## config.mk

```make
export PLATFORM = sky130hd
export DESIGN_NAME = viterbi_burst_channel_flat
export DESIGN_NICKNAME = d
export VERILOG_FILES = /design/src/rtl/viterbi_burst_channel_if.sv /design/src/rtl/viterbi_burst_channel.sv /design/src/flat_wrapper.sv
export SDC_FILE = /design/constraint.sdc
export NUM_CORES = 1
export LEC_CHECK = 0
export ABC_CLOCK_PERIOD_IN_PS = 3000
export CORE_UTILIZATION = 48
export DETAILED_ROUTE_END_ITERATION = 10
export GPL_ROUTABILITY_DRIVEN = 1
export PLACE_DENSITY = 0.74
export SLEW_MARGIN = 0
export SYNTH_ARGS = -nofsm -noshare
export SYNTH_HDL_FRONTEND = slang
export SYNTH_SLANG_ARGS = --single-unit
```

## constraint.sdc

```tcl
create_clock -name clk -period 3 [get_ports clk]
set_input_delay 0.45 -clock clk [delete_from_list [all_inputs] [get_ports clk]]
set_output_delay 0.45 -clock clk [all_outputs]
set_load 0.005 [all_outputs]
```

## src/rtl/viterbi_burst_channel_if.sv

```systemverilog
// Symbol stream into and out of the burst-error channel, plus its statistics.
interface viterbi_burst_channel_if;
  logic        valid_i;
  logic [1:0]  sym_i;
  logic        inject_en_i;
  logic        force_i;
  logic        valid_o;
  logic [1:0]  sym_o;
  logic [1:0]  err_mask_o;
  logic        burst_active_o;
  logic [15:0] word_ct_o;
  logic [15:0] flip_ct_o;
  logic [15:0] burst_ct_o;

  modport master (
    output valid_i, sym_i, inject_en_i, force_i,
    input  valid_o, sym_o, err_mask_o, burst_active_o,
    input  word_ct_o, flip_ct_o, burst_ct_o
  );

  modport slave (
    input  valid_i, sym_i, inject_en_i, force_i,
    output valid_o, sym_o, err_mask_o, burst_active_o,
    output word_ct_o, flip_ct_o, burst_ct_o
  );
endinterface

```

## src/rtl/viterbi_burst_channel.sv

```systemverilog
// Burst-error channel between convolutional encoder and Viterbi decoder.
// Optional macro CHANNEL_SINGLE_BIT_EN: corrupt one LFSR-chosen bit instead of both.
module viterbi_burst_channel #(
  parameter int          N         = 4,
  parameter int          BURST_LEN = 1,
  parameter int          GUARD_LEN = 0,
  parameter int          WINDOW    = 256,
  parameter logic [15:0] SEED      = 16'hACE1
) (
  input  logic                     clk,
  input  logic                     rst,
  viterbi_burst_channel_if.slave   bus
);

  localparam logic [1:0]  S_IDLE   = 2'd0;
  localparam logic [1:0]  S_BURST  = 2'd1;
  localparam logic [1:0]  S_GUARD  = 2'd2;
  localparam logic [15:0] TAPS     = 16'hB400;
  localparam logic [7:0]  BL_U     = 8'(BURST_LEN);
  localparam logic [7:0]  GL_U     = 8'(GUARD_LEN);
  localparam logic [31:0] WINDOW_U = WINDOW;

  logic [1:0]  r_state, w_state_nxt;
  logic [7:0]  r_cnt, w_cnt_nxt;
  logic [15:0] r_lfsr, w_lfsr_nxt;
  logic [15:0] r_word_ct, r_flip_ct, r_burst_ct;
  logic        r_vld_p0;
  logic [1:0]  r_sym_p0, r_mask_p0;
  logic        w_trig, w_corrupt, w_in_window;
  logic [1:0]  w_hit_mask, w_mask;

  function automatic logic [1:0] popcnt2(input logic [1:0] m);
    return {1'b0, m[1]} + {1'b0, m[0]};
  endfunction

  function automatic logic [15:0] sat_inc(input logic [15:0] v, input logic [1:0] inc);
    logic [16:0] s;
    s = {1'b0, v} + {15'd0, inc};
    return s[16] ? 16'hFFFF : s[15:0];
  endfunction

`ifdef CHANNEL_SINGLE_BIT_EN
  assign w_hit_mask = r_lfsr[15] ? 2'b01 : 2'b10;
`else
  assign w_hit_mask = 2'b11;
`endif

  assign w_in_window = ({16'd0, r_word_ct} < WINDOW_U);
  // Trigger looks at the LFSR value before this symbol advances it.
  assign w_trig      = ((&r_lfsr[N-1:0]) | bus.force_i) & bus.inject_en_i & bus.valid_i
                       & w_in_window & (r_state == S_IDLE);
  assign w_lfsr_nxt  = (r_lfsr >> 1) ^ (r_lfsr[0] ? TAPS : 16'h0000);
  assign w_mask      = w_corrupt ? w_hit_mask : 2'b00;

  always_comb begin
    w_state_nxt = r_state;
    w_cnt_nxt   = r_cnt;
    w_corrupt   = 1'b0;
    if (!bus.inject_en_i) begin
      w_state_nxt = S_IDLE;
      w_cnt_nxt   = 8'd0;
    end else if (bus.valid_i) begin
      case (r_state)
        S_IDLE: begin
          if (w_trig) begin
            w_corrupt = 1'b1;
            w_cnt_nxt = 8'd0;
            if (BL_U > 8'd1) begin
              w_state_nxt = S_BURST;
              w_cnt_nxt   = 8'd1;
            end else if (GL_U != 8'd0) begin
              w_state_nxt = S_GUARD;
            end else begin
              w_state_nxt = S_IDLE;
            end
          end
        end
        S_BURST: begin
          w_corrupt = 1'b1;
          w_cnt_nxt = r_cnt + 8'd1;
          if (r_cnt + 8'd1 == BL_U) begin
            w_cnt_nxt   = 8'd0;
            w_state_nxt = (GL_U != 8'd0) ? S_GUARD : S_IDLE;
          end
        end
        S_GUARD: begin
          w_cnt_nxt = r_cnt + 8'd1;
          if (r_cnt + 8'd1 == GL_U) begin
            w_cnt_nxt   = 8'd0;
            w_state_nxt = S_IDLE;
          end
        end
        default: begin
          w_state_nxt = S_IDLE;
          w_cnt_nxt   = 8'd0;
        end
      endcase
    end
  end

  // Stage p0: registered symbol, mask and valid; statistics advance on valid symbols only.
  always_ff @(posedge clk or negedge rst) begin
    if (!rst) begin
      r_state    <= S_IDLE;
      r_cnt      <= 8'd0;
      r_lfsr     <= SEED;
      r_word_ct  <= 16'd0;
      r_flip_ct  <= 16'd0;
      r_burst_ct <= 16'd0;
      r_vld_p0   <= 1'b0;
      r_sym_p0   <= 2'b00;
      r_mask_p0  <= 2'b00;
    end else begin
      r_state   <= w_state_nxt;
      r_cnt     <= w_cnt_nxt;
      r_vld_p0  <= bus.valid_i;
      r_sym_p0  <= bus.sym_i ^ w_mask;
      r_mask_p0 <= w_mask;
      if (bus.valid_i) begin
        r_lfsr    <= w_lfsr_nxt;
        r_word_ct <= sat_inc(r_word_ct, 2'd1);
        r_flip_ct <= sat_inc(r_flip_ct, popcnt2(w_mask));
        if (w_trig) r_burst_ct <= sat_inc(r_burst_ct, 2'd1);
      end
    end
  end

  assign bus.valid_o        = r_vld_p0;
  assign bus.sym_o          = r_sym_p0;
  assign bus.err_mask_o     = r_mask_p0;
  assign bus.burst_active_o = (r_state == S_BURST);
  assign bus.word_ct_o      = r_word_ct;
  assign bus.flip_ct_o      = r_flip_ct;
  assign bus.burst_ct_o     = r_burst_ct;

endmodule

```

## src/flat_wrapper.sv

```systemverilog
// flat-port wrapper written by rule: the top's interface ports become plain ports
module viterbi_burst_channel_flat 
#(
  parameter int          N         = 4,
  parameter int          BURST_LEN = 1,
  parameter int          GUARD_LEN = 0,
  parameter int          WINDOW    = 256,
  parameter logic [15:0] SEED      = 16'hACE1
)
  (clk, rst, bus_valid_i, bus_sym_i, bus_inject_en_i, bus_force_i, bus_valid_o, bus_sym_o, bus_err_mask_o, bus_burst_active_o, bus_word_ct_o, bus_flip_ct_o, bus_burst_ct_o);
  viterbi_burst_channel_if bus_i ();
  input  logic clk;
  input  logic rst;
  input wire logic [$bits(bus_i.valid_i)-1:0] bus_valid_i;
  input wire logic [$bits(bus_i.sym_i)-1:0] bus_sym_i;
  input wire logic [$bits(bus_i.inject_en_i)-1:0] bus_inject_en_i;
  input wire logic [$bits(bus_i.force_i)-1:0] bus_force_i;
  output wire logic [$bits(bus_i.valid_o)-1:0] bus_valid_o;
  output wire logic [$bits(bus_i.sym_o)-1:0] bus_sym_o;
  output wire logic [$bits(bus_i.err_mask_o)-1:0] bus_err_mask_o;
  output wire logic [$bits(bus_i.burst_active_o)-1:0] bus_burst_active_o;
  output wire logic [$bits(bus_i.word_ct_o)-1:0] bus_word_ct_o;
  output wire logic [$bits(bus_i.flip_ct_o)-1:0] bus_flip_ct_o;
  output wire logic [$bits(bus_i.burst_ct_o)-1:0] bus_burst_ct_o;
  assign bus_i.valid_i = bus_valid_i;
  assign bus_i.sym_i = bus_sym_i;
  assign bus_i.inject_en_i = bus_inject_en_i;
  assign bus_i.force_i = bus_force_i;
  assign bus_valid_o = bus_i.valid_o;
  assign bus_sym_o = bus_i.sym_o;
  assign bus_err_mask_o = bus_i.err_mask_o;
  assign bus_burst_active_o = bus_i.burst_active_o;
  assign bus_word_ct_o = bus_i.word_ct_o;
  assign bus_flip_ct_o = bus_i.flip_ct_o;
  assign bus_burst_ct_o = bus_i.burst_ct_o;
  viterbi_burst_channel #(.N(N), .BURST_LEN(BURST_LEN), .GUARD_LEN(GUARD_LEN), .WINDOW(WINDOW), .SEED(SEED)) u_core (.clk(clk), .rst(rst), .bus(bus_i));
endmodule
```

-- After elaboration in Yosys (flattened, before gate mapping)
Index checks and enable logic that the tools add are counted.
- flip-flop bits (word level): 79
- input port bits: 7
- output and inout bits: 54
- logic and storage cells: 56
- $add $sub $neg: 5
- order comparisons: 1
- eq/ne operators: 7
- muxes and demuxes: 21
- bitwise logic cells: 7
- reduce and logical (&&, ||, !) cells: 6
- operators with widths (kind ; number):
    $mux W16 ; 4
    $mux W8 ; 5
    $add A16 B1 Y17 const B ; 2
    $pmux W8 S3 ; 1
    $add A16 B2 Y17 ; 1
    $lt A16 B9 Y1 const B ; 1
    $xor A15 B16 Y16 ; 1
    $mux W2 ; 6
    $ne A3 B2 Y1 const B ; 3
    $add A8 B1 Y8 const B ; 1
    $eq A8 B1 Y1 const B ; 1
    $logic_not A8 Y1 ; 1
    $reduce_and A4 Y1 ; 2
    $pmux W2 S3 ; 1
    $and A1 B1 Y1 ; 4
    $reduce_and A2 Y1 ; 2
    $mux W1 ; 3
    $add A1 B1 Y2 ; 1
    $eq A2 B1 Y1 const B ; 1
    $eq A2 B2 Y1 const B ; 1
    $logic_not A2 Y1 ; 1
    $ne A2 B2 Y1 const B ; 1
    $pmux W1 S2 ; 1
    $xor A2 B2 Y2 ; 1
    $or A1 B1 Y1 ; 1

-- Depth between registers and ports, before layout
Gate-level depths: netlist of run 1.
- depth in word-level cells: 14
- gate-level depth with buffers: 12

-- Worst setup path before layout of run 1
Ideal clock, no wire load.
- kind: reg2reg
- from: register u_core.r_lfsr[0]
- to: register u_core.r_flip_ct[15], in the netlist u_core.bus.flip_ct_o[15]
- library setup time: 0.125 ns
- data arrival time: 2.374 ns
- data required time: 2.875 ns
- setup slack: 0.501 ns
- stages on the path, launching flop included: 11
- path buffers: 2
- clock period less this slack: 2.499 ns
- cell sequence: dfstp_2 buf_2 a41o_1 nand4_4 inv_2 buf_6 ha_1 o211ai_1 or3_1 nor3_1 mux2_2
- cells in the longest elaborated chain, start to end: 14
- RTL lines (what ; line ; text):
    start: declaration ; viterbi_burst_channel.sv:25 ; logic [15:0] r_lfsr, w_lfsr_nxt;
    start signal: assignment ; viterbi_burst_channel.sv:120 ; r_lfsr <= w_lfsr_nxt;
    $reduce_and A4 Y1 ; viterbi_burst_channel.sv:50 ; assign w_trig = ((&r_lfsr[N-1:0]) | bus.force_i) & bus.inject_en_i & bus.valid_i
    $or A1 B1 Y1 ; viterbi_burst_channel.sv:50 ;
    $and A1 B1 Y1 (2 in series) ; viterbi_burst_channel.sv:50 ;
    $and A1 B1 Y1 (2 in series) ; viterbi_burst_channel.sv:51 ; & w_in_window & (r_state == S_IDLE);
    $mux W1 ; viterbi_burst_channel.sv:65 ; if (w_trig) begin
    $pmux W1 S2 ; viterbi_burst_channel.sv:63 ; case (r_state)
    $mux W1 ; viterbi_burst_channel.sv:62 ; end else if (bus.valid_i) begin
    $mux W1 ; viterbi_burst_channel.sv:59 ; if (!bus.inject_en_i) begin
    via u_core.w_corrupt ; viterbi_burst_channel.sv:29 ; logic w_trig, w_corrupt, w_in_window;
    $mux W2 ; viterbi_burst_channel.sv:53 ; assign w_mask = w_corrupt ? w_hit_mask : 2'b00;
    $add A1 B1 Y2 ; viterbi_burst_channel.sv:33 ; return {1'b0, m[1]} + {1'b0, m[0]};
    $add A16 B2 Y17 ; viterbi_burst_channel.sv:38 ; s = {1'b0, v} + {15'd0, inc};
    $mux W16 ; viterbi_burst_channel.sv:39 ; return s[16] ? 16'hFFFF : s[15:0];
    end signal: assignment ; viterbi_burst_channel.sv:122 ; r_flip_ct <= sat_inc(r_flip_ct, popcnt2(w_mask));
    end: declaration ; viterbi_burst_channel.sv:26 ; logic [15:0] r_word_ct, r_flip_ct, r_burst_ct;
The timed path passes the listed nets, and every way through them passes these cells.
A chain may end at the register's enable or synchronous reset.

-- Worst setup path after layout of run 1
- from: register u_core.r_word_ct[15], in the netlist u_core.bus.word_ct_o[15]
- to: register u_core.r_flip_ct[14], in the netlist u_core.bus.flip_ct_o[14]
- cells in the longest elaborated chain, start to end: 11
- RTL lines (what ; line ; text):
    start: declaration ; viterbi_burst_channel.sv:26 ;
    start signal: assignment ; viterbi_burst_channel.sv:121 ; r_word_ct <= sat_inc(r_word_ct, 2'd1);
    $lt A16 B9 Y1 ; viterbi_burst_channel.sv:48 ; assign w_in_window = ({16'd0, r_word_ct} < WINDOW_U);
    $and A1 B1 Y1 (2 in series) ; viterbi_burst_channel.sv:51 ;
    $mux W1 ; viterbi_burst_channel.sv:65 ;
    $pmux W1 S2 ; viterbi_burst_channel.sv:63 ;
    $mux W1 ; viterbi_burst_channel.sv:62 ;
    $mux W1 ; viterbi_burst_channel.sv:59 ;
    $mux W2 ; viterbi_burst_channel.sv:53 ;
    $add A1 B1 Y2 ; viterbi_burst_channel.sv:33 ;
    $add A16 B2 Y17 ; viterbi_burst_channel.sv:38 ;
    $mux W16 ; viterbi_burst_channel.sv:39 ;
Every way passes these cells.

==> results.json, run 1 <==
{
  "antenna_found_initial": 0,
  "cts_setup_buffers": 0,
  "htreeDepth": 3,
  "clkSinkCount": 68,
  "grt_pass1_wl_um": 11400,
  "synthesis.nets": 324,
  "top_layer": "met4",
  "cts_tree": "yes",
  "syn-cell-area_sq_mm": 0.00335,
  "cp.arrival_ns": 2.67,
  "dr.pass1.iters": 4,
  "syn-instance-count": 312,
  "clk_pin_slew_ns": 0.07,
  "cp-end-kind": "flop",
  "core_area_sq_mm": 0.00676,
  "worst_pin_slew_ns": 0.743,
  "drc_errors": 0,
  "vias_per_cell": 5.54,
  "dp_hpwl_um": 4780,
  "mostFrequentLayoutCells": "dfrtp_1 (60), clkdlybuf4s50_1 (58), nand2_1 (37)",
  "finalCritPeriodShare_pct": 81.6,
  "cpLargestDelayFamily": "simple AND/OR/NAND/NOR gates",
  "antenna_left": 0,
  "setup_viol": 0,
  "finalSetupTns_ns": 0,
  "synthTopCellsByArea": "dfrtp_1 (45%), dfstp_2 (6.3%), mux2_2 (5.7%)",
  "synth_top_area_share_pct": 44.8,
  "startpoint_type": "flop",
  "post_drt_wl_per_cell_um": 14.4,
  "post_cts_resized": 0,
  "nets": 392,
  "overflow": 0,
  "cts_buffers": 9,
  "drt-total-wl_um": 6710,
  "critPathMaxStageDelay_ns": 0.45,
  "fmax_mhz": 408,
  "min_period_ns": 2.45,
  "area_growth_pct": 26.0,
  "critPathBufInv": 1,
  "dr.first_iter.drc_count": 113,
  "synth_cell_type_count": 49,
  "cpMaxStageDelayCell": "dfrtp_1",
  "clkLatencyLatePin_ns": 0.34,
  "ir_worst_vdd_v": 0.000458,
  "wl_met3_um": 255,
  "hold_path.class": "in2async",
  "hold_buffers": 0,
  "power_density_mw_per_mm2": 680,
  "syn_area_per_cell_sq_um": 10.7,
  "final_common_cell": "dfrtp_1",
  "maxSlewViolCount": 0,
  "clockRootBuffer": "clkbuf_8",
  "vias": 2576,
  "gp_congestion": 0.842,
  "dieArea_sq_mm": 0.00731,
  "crit_type": "reg2reg",
  "io_pins": 61,
  "p_leak_nw": 1.82,
  "met1_length_um": 3070,
  "grt_start_max_net_pins": 35,
  "yosys_warnings": 0,
  "ys_ff_latch": 68,
  "rsz0062_at_grt": "false",
  "grt_use_total_pct": 19.8,
  "crit_chain": "nor4_4 -> nand4_4 -> inv_2 -> ha_1 -> or2_2 -> ha_1 -> nand2_1 -> nor3_2 -> nand4_1 -> mux2_2",
  "die_w_um": 85.5,
  "initial_utilization_pct": 49.6,
  "cpMostUsedCell": "ha_1",
  "crit_fanout": 6,
  "drive_above_1_share_pct": 16.4,
  "clock-skew-final_ns": 0.00699,
  "critPathRequiredTime_ns": 3.23,
  "status": "complete, no violations",
  "finalHoldViolations": 0,
  "yosysTopAreaCell": "dfrtp_1",
  "insertedDiodeCount": 0,
  "rows": 30,
  "die_height_um": 85.5,
  "portBuffers": 59,
  "cap_violations": 0,
  "ctsLongestPathBuffers": 2,
  "relSlewSlack_pct": 50.5,
  "grt_pass1_vias": 2440,
  "synth-seq-area-share_pct": 51.1,
  "rrSetupSlack_ns": 0.55,
  "total_power_mw": 2.87,
  "fin_util_pct": 62.5,
  "wl_met2_um": 3250
}
cell families after synthesis:
kind of cell    count (synthesis)  share of synthesized area, %
compound gates                 33                          5.90
xor+xnor                       24                          6.28
fa+ha+maj                       5                          1.87
buf+inv                        19                          2.73
flops                          68                          51.1
mux                            23                          7.88
other cells                     1                         0.112
simple gates                  139                          24.1
worst reg2reg max path: stages, from the launching register on:
cell and delay, ns:
dfrtp_1 0.45, nor4_4 0.39, nand4_4 0.14, inv_2 0.09, ha_1 0.16, or2_2 0.12, ha_1 0.16, nand2_1 0.12
nor3_2 0.26, nand4_1 0.15, mux2_2 0.29
where the power goes:
part	total [mW]	internal (mW)	switching, mW
combinational	0.714	0.444	0.269
clock	0.734	0.407	0.327
sequential	1.42	1.18	0.239
total	2.87	2.03	0.835
sequential cells by signal (all words and copies together), names as in the netlist:
register / flops
u_core.bus.valid_o: 1
u_core.bus.err_mask_o: 1
u_core.bus.burst_ct_o: 16
u_core.bus.word_ct_o: 16
u_core.bus.flip_ct_o: 16
u_core.bus.sym_o: 2
u_core.r_lfsr: 16
cell usage after synthesis (all sizes together):
cell / count
a21oi: 11
a31oi: 4
a41o: 1
a41oi: 1
and2: 4
and3: 4
and4: 1
and4b: 1
and4bb: 1
buf: 7
clkbuf: 2
conb: 1
dfrtp: 60
dfstp: 8
ha: 5
inv: 10
mux2: 21
mux2i: 2
nand2: 37
nand2b: 3
nand3: 22
nand4: 16
nand4b: 1
nor2: 18
nor2b: 1
nor3: 9
nor3b: 1
nor4: 7
o211ai: 1
o21a: 1
o21ai: 9
o311ai: 1
o31ai: 4
or2: 3
or3: 6
or4: 4
xnor2: 20
xor2: 4
path summary, 6_finish.rpt:
path	startpoint	endpoint	cells past startpoint
setup / recovery	u_core.bus.word_ct_o[15]	u_core.bus.flip_ct_o[14]	10
hold / removal	rst	u_core.bus.flip_ct_o[6]	1
setup reg to reg	u_core.bus.word_ct_o[15]	u_core.bus.flip_ct_o[14]	10
hold reg to reg	u_core.r_lfsr[10]	u_core.r_lfsr[10]	2
max in group asynchronous	rst	u_core.r_lfsr[0]	2
min in group clk	u_core.r_lfsr[10]	u_core.r_lfsr[10]	2
area by class of cell:
| type | count | area [sq um] |
|---|---|---|
| multi-input cells | 225 | 1550 |
| clock inverters | 2 | 35.0 |
| flip-flops and latches | 68 | 1710 |
| inverters | 10 | 37.5 |
| fillers | 555 | 2540 |
| clock buffers | 14 | 153 |
| repair buffers | 66 | 638 |
| well taps | 80 | 100 |
metal layers:
metal | vias to the layer above | track usage (%)
met2 | 60 | 31.9
met3 | 14 | 3.08
li1 | 1255 | -
met5 | - | 0
met1 | 1247 | 26.4
met4 | 0 | 9.09
metrics by stage:
| stage | hold slack [ns] | std cells | setup WS, ns | cell area (sq um) |
|---|---|---|---|---|
| after global routing | 0.226 | 465 | 0.395 | 4220 |
| after CTS | 0.190 | 465 | 0.532 | 4220 |
| after floorplan | 0.154 | 312 | 0.501 | 3350 |
| after detailed placement | 0.481 | 449 | 0.207 | 4030 |
| after global placement | 0.475 | 449 | 0.248 | 4030 |
| final | 0.170 | 465 | 0.551 | 4220 |
Power figures use the tool's default switching activity.
==> run 2: changes to the inputs <==
Settings changed: ABC_CLOCK_PERIOD_IN_PS 3000 to 2250, CORE_UTILIZATION 48 to 47, PLACE_DENSITY 0.74 to 0.76.
Clock period 3 ns to 2.25 ns, I/O delays scaled along.
==> results.json, run 2 (synthesized netlist as in run 1, its figures left out) <==
{
  "ctsLongestPathBuffers": 2,
  "io_pins": 61,
  "cpMaxStageDelayCell": "dfrtp_1",
  "gp_congestion": 0.786,
  "final_cells": 501,
  "placedCellCount": 481,
  "met1_usage_pct": 27.8,
  "vias": 2671,
  "mostFrequentLayoutCells": "dfrtp_1 (60), clkdlybuf4s50_1 (58), nand2_1 (35)",
  "clockRootBuffer": "clkbuf_8",
  "die_height_um": 86.4,
  "fmax_mhz": 446,
  "crit_fanout": 3,
  "critPathMaxStageDelay_ns": 0.41,
  "grt_pass1_wl_um": 11800,
  "finalHoldViolations": 0,
  "place_area_sq_mm": 0.00426,
  "nets": 412,
  "drive_above_1_share_pct": 24.0,
  "internal_power_mw": 2.85,
  "die_w_um": 86.4,
  "grt_use_total_pct": 20.5,
  "finalHoldWorstSlack_ns": 0.496,
  "setup_viol": 0,
  "pwr-share-clk_pct": 26.9,
  "area_growth_pct": 36.2,
  "power_density_mw_per_mm2": 882,
  "min_period_ns": 2.24,
  "finalCritPeriodShare_pct": 99.7,
  "fin_area_sq_mm": 0.00456,
  "maxSlewViolCount": 0,
  "p_seq_share_pct": 47.1,
  "status": "complete, no violations",
  "dr.pass1.iters": 4,
  "rows": 30,
  "critPathBufInv": 1,
  "antenna_left": 0,
  "core_area_sq_mm": 0.00683,
  "dr.first_iter.drc_count": 134,
  "portBuffers": 59,
  "crit_type": "reg2reg",
  "initial_utilization_pct": 49.0,
  "grt_start_max_net_pins": 46,
  "clock-skew-final_ns": 0.00918,
  "dieArea_sq_mm": 0.00746,
  "overflow": 0,
  "vias_per_cell": 5.33,
  "rsz0062_at_grt": "true",
  "post_drt_wl_per_cell_um": 14.4,
  "cpLargestDelayFamily": "simple AND/OR/NAND/NOR gates",
  "crit_chain": "nor4_4 -> nand4_4 -> inv_4 -> ha_4 -> o211ai_1 -> or3_4 -> nor3_4 -> mux2_4",
  "total_power_mw": 4.02,
  "cts_tree": "yes",
  "cts_buffers": 9,
  "critPathRequiredTime_ns": 2.49,
  "worst_pin_slew_ns": 0.563,
  "swShare_pct": 29.2,
  "ir_worst_vdd_v": 0.000309,
  "p_sw_mw": 1.17,
  "p_leak_nw": 2.00,
  "cp.arrival_ns": 2.48,
  "grt_pass1_vias": 2513,
  "cap_violations": 0,
  "grt_busiest_layer": "met2",
  "clk_pin_slew_ns": 0.08,
  "antenna_found_initial": 0,
  "drt-total-wl_um": 7220,
  "drc_errors": 0,
  "final_common_cell": "dfrtp_1",
  "insertedDiodeCount": 0,
  "gr-usage-met3_pct": 3.81,
  "hold_path.class": "reg2reg",
  "combPwrFrac_pct": 26.1,
  "startpoint_type": "flop",
  "clkLatencyLatePin_ns": 0.35,
  "relSlewSlack_pct": 62.5,
  "htreeDepth": 3,
  "fin_util_pct": 66.7,
  "clkSinkCount": 68,
  "use_met2_pct": 32.3,
  "cp-end-kind": "flop",
  "dp_hpwl_um": 4950
}
run 2: cell types whose count changed in the layout (fill, tap and decap cells not counted), moves of 2 or more:
cell,change
or3_1,-2
nor4_1,-2
nand2_4,+2
ha_1,-3
buf_4,+17
nor3_2,+2
clkinvlp_4,+2
or3_4,+2
ha_4,+3
nand2_1,-2
nor3_4,+2
nor3_1,-4
run 2: worst paths after layout:
kind	endpoint	cells after the start	slack, ns	from
max in group asynchronous	u_core.r_lfsr[6]	3	1.04	rst
setup reg to reg	u_core.bus.flip_ct_o[15]	8	0.006	u_core.bus.word_ct_o[15]
hold / removal	u_core.r_lfsr[10]	2	0.50	u_core.r_lfsr[10]
setup / recovery	u_core.bus.flip_ct_o[15]	8	0.006	u_core.bus.word_ct_o[15]
hold reg to reg	u_core.r_lfsr[10]	2	0.50	u_core.r_lfsr[10]
min in group asynchronous	u_core.bus.flip_ct_o[12]	2	0.52	rst
run 2: layout make-up:
class	instances	area [sq um]
clock buffer	12	135
clock inverter	4	75.1
fill	540	2270
inverter	10	40.0
multi-input combinational	225	1670
sequential	68	1710
tap	96	120
timing repair buffer	86	807
run 2: worst min-delay path, cell delays in order, from the launching register on:
cell and delay, ns:
dfstp_2 0.37, nor2_1 0.08, a21oi_1 0.05
run 2: timing repair:
| action | CTS | global route |
|---|---|---|
| buffers inserted | 0 | 3 |
| pin swaps | 3 | 4 |
| resized for setup | 2 | 10 |
| hold buffers | 1 | 0 |
| endpoints found under the setup margin | 1 | 13 |
| endpoints found under the hold margin | 19 | 0 |
run 2: power groups by stage:
stage	Combinational (mW)	Clock, mW	Sequential [mW]
finish	1.05	1.08	1.89
global placement	1.00	0	1.89
CTS	1.05	1.10	1.89
floorplan	0.568	0	1.85
detailed placement	1.04	0	1.91
global route	1.18	1.15	1.94
run 2: metal layers:
layer / share of wire [%] / vias to the layer above / wire length [um]
li1: - / 1294 / -
met1: 46 / 1322 / 3350
met2: 49 / 46 / 3570
met3: 2.6 / 9 / 186
met4: 1.6 / 0 / 117
met5: 0 / - / 0
run 2: through the flow:
| stage | setup TNS, ns | setup slack [ns] |
|---|---|---|
| after floorplan | -0.448 | -0.215 |
| after global placement | -3.35 | -0.367 |
| after detailed placement | -3.98 | -0.407 |
| after CTS | 0 | 0.000252 |
| after global routing | -0.432 | -0.114 |
| final | 0 | 0.00646 |
